### src/rtl/direction_arbiter.sv
// Purpose : arbitrates three 5-bit {mode, dir[3:0]} command sources onto one direction path.
//           Fixed priority sig1 > sig2 > sig3, minimum grant hold, glitch-tolerant release.
// Latency : one cycle; inputs sampled at an edge are visible on the registered outputs after it.
// Backpressure: none; sources are level commands and losers simply wait while still asserted.
// Ports   : clk, reset_n (async, active-low); sig1..sig3 command inputs (all-zero = no request);
//           direction_out granted direction; grant one-hot owner (bit0 = sig1); busy not idle;
//           mode_out toggles on each owner mode rising edge; mode_pulse one-cycle toggle strobe.
module direction_arbiter #(
    parameter int HOLD_CYCLES  = 4,
    parameter int IDLE_TIMEOUT = 2
) (
    input  logic       clk,
    input  logic       reset_n,
    input  logic [4:0] sig1,
    input  logic [4:0] sig2,
    input  logic [4:0] sig3,
    output logic [3:0] direction_out,
    output logic [2:0] grant,
    output logic       busy,
    output logic       mode_out,
    output logic       mode_pulse
);

    localparam int HW = $clog2(HOLD_CYCLES + 1);
    localparam int ZW = $clog2(IDLE_TIMEOUT + 1);
    localparam logic [HW-1:0] HOLD_LOAD = HW'(HOLD_CYCLES - 1);
    localparam logic [ZW-1:0] ZERO_LAST = ZW'(IDLE_TIMEOUT - 1);

    typedef enum logic [1:0] {
        S_IDLE  = 2'd0,
        S_OWN   = 2'd1,
        S_DRAIN = 2'd2
    } state_t;

    state_t          r_state, w_state_n;
    logic [2:0]      r_grant, w_grant_n;
    logic [HW-1:0]   r_hold, w_hold_n;
    logic [ZW-1:0]   r_zero, w_zero_n;
    logic [3:0]      r_dir, w_dir_n;
    logic            r_busy;
    logic            r_mode_prev, w_mode_prev_n;
    logic            r_mode, w_mode_n;
    logic            r_pulse, w_pulse_n;

    logic [2:0]      w_req;
    logic [2:0]      w_win;
    logic [2:0]      w_hi_req;
    logic [2:0]      w_hi_win;
    logic [4:0]      w_win_sig;
    logic [4:0]      w_hi_sig;
    logic [4:0]      w_own_sig;
    logic            w_own_req;

    function automatic logic [4:0] f_sel(input logic [2:0] g, input logic [4:0] a,
                                         input logic [4:0] b, input logic [4:0] c);
        return ({5{g[0]}} & a) | ({5{g[1]}} & b) | ({5{g[2]}} & c);
    endfunction

    assign w_req     = {(sig3 != 5'd0), (sig2 != 5'd0), (sig1 != 5'd0)};
    // x & -x isolates the lowest set bit, i.e. the highest-priority requester.
    assign w_win     = w_req & (~w_req + 3'd1);
    // grant - 1 on a one-hot grant masks exactly the sources above the owner.
    assign w_hi_req  = w_req & (r_grant - 3'd1);
    assign w_hi_win  = w_hi_req & (~w_hi_req + 3'd1);
    assign w_win_sig = f_sel(w_win, sig1, sig2, sig3);
    assign w_hi_sig  = f_sel(w_hi_win, sig1, sig2, sig3);
    assign w_own_sig = f_sel(r_grant, sig1, sig2, sig3);
    assign w_own_req = (w_own_sig != 5'd0);

    always_comb begin
        w_state_n     = r_state;
        w_grant_n     = r_grant;
        w_hold_n      = r_hold;
        w_zero_n      = r_zero;
        w_dir_n       = 4'd0;
        w_mode_prev_n = r_mode_prev;
        w_mode_n      = r_mode;
        w_pulse_n     = 1'b0;
        case (r_state)
            S_IDLE: begin
                if (w_req != 3'd0) begin
                    w_state_n     = S_OWN;
                    w_grant_n     = w_win;
                    w_hold_n      = HOLD_LOAD;
                    w_zero_n      = '0;
                    w_mode_prev_n = 1'b0;
                    w_dir_n       = w_win_sig[3:0];
                end
            end
            S_OWN: begin
                // Preemption wins over owner loss once the hold has expired.
                if ((r_hold == '0) && (w_hi_req != 3'd0)) begin
                    w_grant_n     = w_hi_win;
                    w_hold_n      = HOLD_LOAD;
                    w_mode_prev_n = 1'b0;
                    w_dir_n       = w_hi_sig[3:0];
                end else begin
                    if (r_hold != '0) begin
                        w_hold_n = r_hold - HW'(1);
                    end
                    w_mode_prev_n = w_own_sig[4];
                    if (!w_own_req) begin
                        if (IDLE_TIMEOUT == 1) begin
                            w_state_n = S_IDLE;
                            w_grant_n = 3'd0;
                            w_hold_n  = '0;
                            w_zero_n  = '0;
                        end else begin
                            w_state_n = S_DRAIN;
                            w_zero_n  = ZW'(1);
                        end
                    end else begin
                        w_dir_n = w_own_sig[3:0];
                        if (w_own_sig[4] && !r_mode_prev) begin
                            w_mode_n  = ~r_mode;
                            w_pulse_n = 1'b1;
                        end
                    end
                end
            end
            S_DRAIN: begin
                // The hold counter and mode history are frozen while draining.
                if (w_own_req) begin
                    w_state_n = S_OWN;
                    w_zero_n  = '0;
                    w_dir_n   = w_own_sig[3:0];
                end else if (r_zero == ZERO_LAST) begin
                    w_state_n = S_IDLE;
                    w_grant_n = 3'd0;
                    w_hold_n  = '0;
                    w_zero_n  = '0;
                end else begin
                    w_zero_n = r_zero + ZW'(1);
                end
            end
            default: begin
                w_state_n = S_IDLE;
                w_grant_n = 3'd0;
                w_hold_n  = '0;
                w_zero_n  = '0;
            end
        endcase
    end

    always_ff @(posedge clk or negedge reset_n) begin
        if (!reset_n) begin
            r_state     <= S_IDLE;
            r_grant     <= 3'd0;
            r_hold      <= '0;
            r_zero      <= '0;
            r_dir       <= 4'd0;
            r_busy      <= 1'b0;
            r_mode_prev <= 1'b0;
            r_mode      <= 1'b0;
            r_pulse     <= 1'b0;
        end else begin
            r_state     <= w_state_n;
            r_grant     <= w_grant_n;
            r_hold      <= w_hold_n;
            r_zero      <= w_zero_n;
            r_dir       <= w_dir_n;
            r_busy      <= (w_state_n != S_IDLE);
            r_mode_prev <= w_mode_prev_n;
            r_mode      <= w_mode_n;
            r_pulse     <= w_pulse_n;
        end
    end

    assign direction_out = r_dir;
    assign grant         = r_grant;
    assign busy          = r_busy;
    assign mode_out      = r_mode;
    assign mode_pulse    = r_pulse;

endmodule

### config.mk
export PLATFORM = sky130hd
export DESIGN_NAME = direction_arbiter
export DESIGN_NICKNAME = d
export VERILOG_FILES = /design/src/rtl/direction_arbiter.sv
export SDC_FILE = /design/constraint.sdc
export NUM_CORES = 1
export LEC_CHECK = 0
export CORE_ASPECT_RATIO = 0.6
export CORE_MARGIN = 2
export CORE_UTILIZATION = 40
export CTS_CLUSTER_DIAMETER = 80
export CTS_CLUSTER_SIZE = 8
export DETAILED_ROUTE_END_ITERATION = 8
export HOLD_SLACK_MARGIN = 0.15
export SLEW_MARGIN = 30
export SYNTH_ARGS = -nofsm -noshare
export SYNTH_HDL_FRONTEND = slang
export SYNTH_SLANG_ARGS = --single-unit
### constraint.sdc
create_clock -name clk -period 2.5 [get_ports clk]
set_input_delay 0.375 -clock clk [delete_from_list [all_inputs] [get_ports clk]]
set_output_delay 0.375 -clock clk [all_outputs]
set_load 0.05 [all_outputs]
### Yosys cells after proc, flatten, opt, wreduce, memory -nomap -nowiden

Index checks and enable logic that the tools add are counted.
Widths: inputs -> output; s select.

| storage, ports and cells | value |
|---|---|
| logic and storage cells | 97 |
| bits of input ports | 17 |
| register bits after elaboration | 18 |
| output and inout port bits | 10 |

| operators by class | value |
|---|---|
| reduce and logical (&&, ||, !) cells | 19 |
| muxes and demuxes | 32 |
| eq/ne operators | 10 |
| bitwise logic cells | 22 |
| add/sub/neg operators | 5 |

Operator list:

| cell | count |
|---|---|
| $and 4x4->4 | 6 |
| $mux 3 | 7 |
| $mux 2 | 10 |
| $reduce_bool 5->1 | 4 |
| $pmux 3 s3 | 2 |
| $or 4x4->4 | 4 |
| $and 5x5->5 | 3 |
| $mux 4 | 3 |
| $ne 2x2->1 const B | 6 |
| $pmux 2 s3 | 2 |
| $pmux 4 s3 | 1 |
| $reduce_and 4->1 | 3 |
| $or 5x5->5 | 2 |
| $and 3x3->3 | 3 |
| $reduce_bool 3->1 | 3 |
| $add 3x1->3 const B | 2 |
| $mux 1 | 6 |
| $not 3->3 | 2 |
| $sub 3x1->3 const B | 2 |
| $eq 2x1->1 const B | 2 |
| $reduce_bool 2->1 | 2 |
| $logic_not 3->1 | 1 |
| $ne 3x3->1 const B | 1 |
| $reduce_and 3->1 | 1 |
| other kinds (8) | 10 |

### Logic depth before layout (Yosys ltp)

| depth | value |
|---|---|
| word-level depth | 10 |
| gate-level depth with buffers | 7 |
| gate-level depth less buffers | 7 |

### Worst setup path after synthesis

Ideal clock, no wire load.

| timing path | value |
|---|---|
| kind | reg2reg |
| start | register r_grant[0], in the netlist grant[0] |
| end | register r_grant[0], in the netlist grant[0] |
| buffers on the path | 0 |
| clock period less this slack | 2.530 ns |
| stages on the path, launching flop included | 8 |
| setup time | 0.125 ns |
| data arrival time | 2.405 ns |
| required time | 2.375 ns |
| path slack | -0.030 ns |
| path through | dfrtp_1 -> clkinv_1 -> ha_1 -> inv_1 -> o311ai_2 -> nand4_1 -> nand3_1 -> mux2_2 |

| on the way | value |
|---|---|
| cells in the longest elaborated chain, start to end | 7 |

Ends and longest elaborated chain:

| what | RTL line | source |
|---|---|---|
| start: declaration | 36 | `logic [2:0] r_grant, w_grant_n;` |
| start signal: assignment | 158 | `r_grant <= w_grant_n;` |
| $sub 3x1->3 | 63 | `assign w_hi_req = w_req & (r_grant - 3'd1);` |
| $and 3x3->3 | 63 |  |
| $not 3->3 | 64 | `assign w_hi_win = w_hi_req & (~w_hi_req + 3'd1);` |
| $add 3x1->3 | 64 |  |
| $and 3x3->3 | 64 |  |
| $mux 3 | 92 | `if ((r_hold == '0) && (w_hi_req != 3'd0)) begin` |
| $pmux 3 s3 | 79 | `case (r_state)` |

Several ways; a longest one is shown, not always the timed one. The select of a mux whose other input is x is not followed.
A chain may end at the register's enable or synchronous reset.

### Worst setup path after layout

| timing path | value |
|---|---|
| start | input port sig1[2] |
| end | register r_busy, in the netlist busy |

| on the way | value |
|---|---|
| cells in the longest elaborated chain, start to end | 8 |

Ends and longest elaborated chain:

| what | RTL line | source |
|---|---|---|
| start: declaration | 14 | `input logic [4:0] sig1,` |
| $and 5x5->5 | 56 | `return ({5{g[0]}} & a) \| ({5{g[1]}} & b) \| ({5{g[2]}} & c);` |
| $or 5x5->5 (2 in series) | 56 |  |
| $reduce_bool 5->1 | 68 | `assign w_own_req = (w_own_sig != 5'd0);` |
| $mux 2 | 102 | `if (!w_own_req) begin` |
| $mux 2 | 92 |  |
| $pmux 2 s3 (*) | 79 |  |
| $reduce_bool 2->1 (*) | 162 | `r_busy <= (w_state_n != S_IDLE);` |
| end signal: assignment | 162 |  |
| end: declaration | 40 | `logic r_busy;` |

Every way passes the cells marked *; elsewhere a longest branch is shown, timed or not.

==> flow_metrics.tcl <==
set metrics [dict create \
    n_fill_cell 270 \
    yosys.area_share.simple_pct 17.07 \
    worstMarginPinSlew_ns 0.6465 \
    htree_levels 1 \
    num_vias 1561 \
    cts.sink_count 18 \
    area_delta_synth_final_pct 42.72 \
    ios 27 \
    place_hpwl_um 3440 \
    cts_post_setup_buffers_inserted 0 \
    setup_viol 0 \
    dr.pass1.iters 8 \
    insertion_delay_ns 0.26 \
    portBuffers 26 \
    crit_path_end_kind "flip-flop" \
    cellLeakagePower_nw 0.8181 \
    fmax_mhz 428.5 \
    core_area_um2 3223 \
    min_path_type "input port to async pin" \
    cts_buffer_depth 2 \
    hold_violations 0 \
    grt_remaining_overflow 0 \
    ys_warn_count 0 \
    synth-seq-area-share_pct 33.58 \
    post-place-ws_ns -0.05711 \
    cp.required_ns 2.67 \
    grtUsageTotal_pct 23.41 \
    ff2ff_path_depth 5 \
    drive_gt1_share_pct 21.67 \
    synth_top_family_by_area "compound AO/OA/AOI/OAI gates" \
    cts_buffers 3 \
    regArea_um2 451.7 \
    critical-path-max-stage-delay_ns 0.50 \
    synth-edff-count 0 \
    async_reset_ff_share_pct 100.0 \
    synth_xor_area_share_pct 1.306 \
    finish.utilization_pct 59.39 \
    grt_pass1_wl_um 7038 \
    num_rows 16 \
    skew_ns 0.001557 \
    status "complete, no violations" \
    grt_setup_unrepaired "false" \
    gp_congestion 0.9745 \
    chipHeight_um 48.86 \
    syn_nets 171 \
    p_total_mw 2.459 \
    initial_core_util_pct 41.61 \
    dieWidth_um 78.76 \
    first_iter_violations 213 \
    ys.flop_type "dfrtp_1" \
    critPathSlowestCell "a2111oi_1" \
    multi_input_area_um2 820.8 \
    final_max_slew_viol_count 0 \
    period_share_pct 93.36 \
    drc_errors 0 \
    peakVddDrop_mv 0.5270 \
    antenna_found_initial 0 \
    ctsRootBufferMaster "clkbuf_8" \
    pwr_density_cell_nw_per_um2 1285 \
    synthMuxAreaShare_pct 4.757 \
    setup_ws_ns 0.1661 \
    synthDistinctLibCells 46 \
    critPathArrivalTime_ns 2.51 \
    start_kind "input port" \
    cts_tree "done" \
    cap_violations 0 \
    avgViaCountPerCell 6.294 \
    drt-total-wl_um 4297 \
    grt_max_degree 16 \
    wl_per_cell_um 17.33 \
    antenna_cells 0 \
    synth_compound_area_share_pct 31.44 \
    synth_fa_ha_area_share_pct 6.530 \
    ys_ff_latch 18 \
    clkSlewWorstSetupHoldPaths_ns 0.07 \
    period_minus_slack_ns 2.334 \
    first_global_vias 1469 \
    final_nets 228 \
    relSlewSlack_pct 56.90 \
    worstPathCellList "clkdlybuf4s50_1, buf_4, a222oi_1, nand2_1, a2111oi_1, o31ai_1, o211ai_1" \
    antenna_left 0 \
    synth.avg_cell_area_um2 9.124 \
    dieArea_um2 3848 \
    syn_inst 147 \
    syn-cell-area_um2 1341 \
    cp_max_fo 4 \
    crit_type "input port to flip-flop" \
]
state kept, by name (all words and copies together) (netlist names):
name,count
direction_out,4
grant,3
r_hold,3
r_state,2
r_zero,2
busy,1
mode_out,1
mode_pulse,1
r_mode_prev,1
metrics by stage:
step | std cells | TNS (ns) | area, um2 | hold slack, ns
4_1_cts | 248 | 0 | 1913 | 0.4704
5_1_grt | 248 | 0 | 1914 | 0.4791
3_5_place_dp | 244 | -0.1411 | 1858 | 0.4570
3_3_place_gp | 244 | -0.1626 | 1858 | 0.4480
2_1_floorplan | 147 | 0 | 1343 | 0.07941
6_report | 248 | 0 | 1914 | 0.4647
layer usage:
layer	vias to the layer above	GRT usage, %	wire, um
li1	702	-	-
met1	741	33.76	1826
met2	109	32.76	1889
met3	9	8.704	530
met4	0	6.433	51
met5	-	0	0
cells in the final DEF (no fill, tap or decap), drive strengths merged, types with 2 or more instances in the layout:
| cell type | count |
|---|---|
| mux2 | 3 |
| and3 | 2 |
| a31oi | 7 |
| or4 | 2 |
| clkdlybuf4s50 | 26 |
| or2 | 2 |
| nand4 | 5 |
| a21oi | 7 |
| o211ai | 5 |
| o221ai | 4 |
| nand3 | 5 |
| ha | 7 |
| a222oi | 9 |
| buf | 29 |
| nand2 | 5 |
| o21ai | 12 |
| nor3 | 4 |
| nor2 | 11 |
| clkbuf | 4 |
| mux2i | 3 |
| xor2 | 2 |
| a21o | 2 |
| dfrtp | 18 |
| inv | 13 |
cell families (layout without fill, tap and decap cells):
group,count (synthesis),in the layout
DFF,18,18
xor gates and xnor gates,2,2
and+or+nand+nor,42,42
muxes,6,6
adders and majority gates,7,7
buffers and inverters,17,73
AOI/OAI and AO/OA,55,55
path summary, 6_finish.rpt:
check / startpoint / end / slack (ns)
setup / recovery: sig1[2] / busy / 0.17
hold / removal: reset_n / r_hold[2] / 0.46
setup reg to reg: grant[2] / r_zero[0] / 0.22
hold reg to reg: mode_out / mode_out / 0.47
max in group asynchronous: reset_n / direction_out[2] / 1.53
min in group clk: mode_out / mode_out / 0.47
where the power goes:
group | internal, mW | switching (mW) | total (mW)
registers | 0.418 | 0.108 | 0.526
logic | 0.701 | 0.993 | 1.69
clock network | 0.140 | 0.0994 | 0.239
synthesized netlist by cell type, drive strengths merged, types with 5 or more instances:
cell type / instances / share of area (%)
dfrtp: 18 / 34
nand3: 5 / 2.2
o211ai: 5 / 3.9
o21ai: 12 / 4.5
nand2: 5 / 1.4
nor2: 11 / 3.1
a21oi: 7 / 2.9
inv: 13 / 3.6
a222oi: 9 / 6.7
a31oi: 7 / 3.3
ha: 7 / 6.5
nand4: 5 / 2.3
timing repair:
item | in CTS | in global routing
hold buffers | 0 | 0
resized for setup | 0 | 1
setup endpoints to repair | 0 | 1
final cells by class:
cell class | instances | area share, %
inverter | 14 | 2.745
tap | 45 | 2.941
clock buffer | 4 | 2.876
sequential | 18 | 23.59
timing repair buffer | 55 | 24.97
multi-input combinational | 112 | 42.88
worst max-delay path: cells and delay by family:
family                 cells  cell delay [ns]
AOI/OAI and AO/OA          4             1.32
buffers and inverters      2             0.60
and+or+nand+nor            1             0.21
Power figures use the tool's default switching activity.
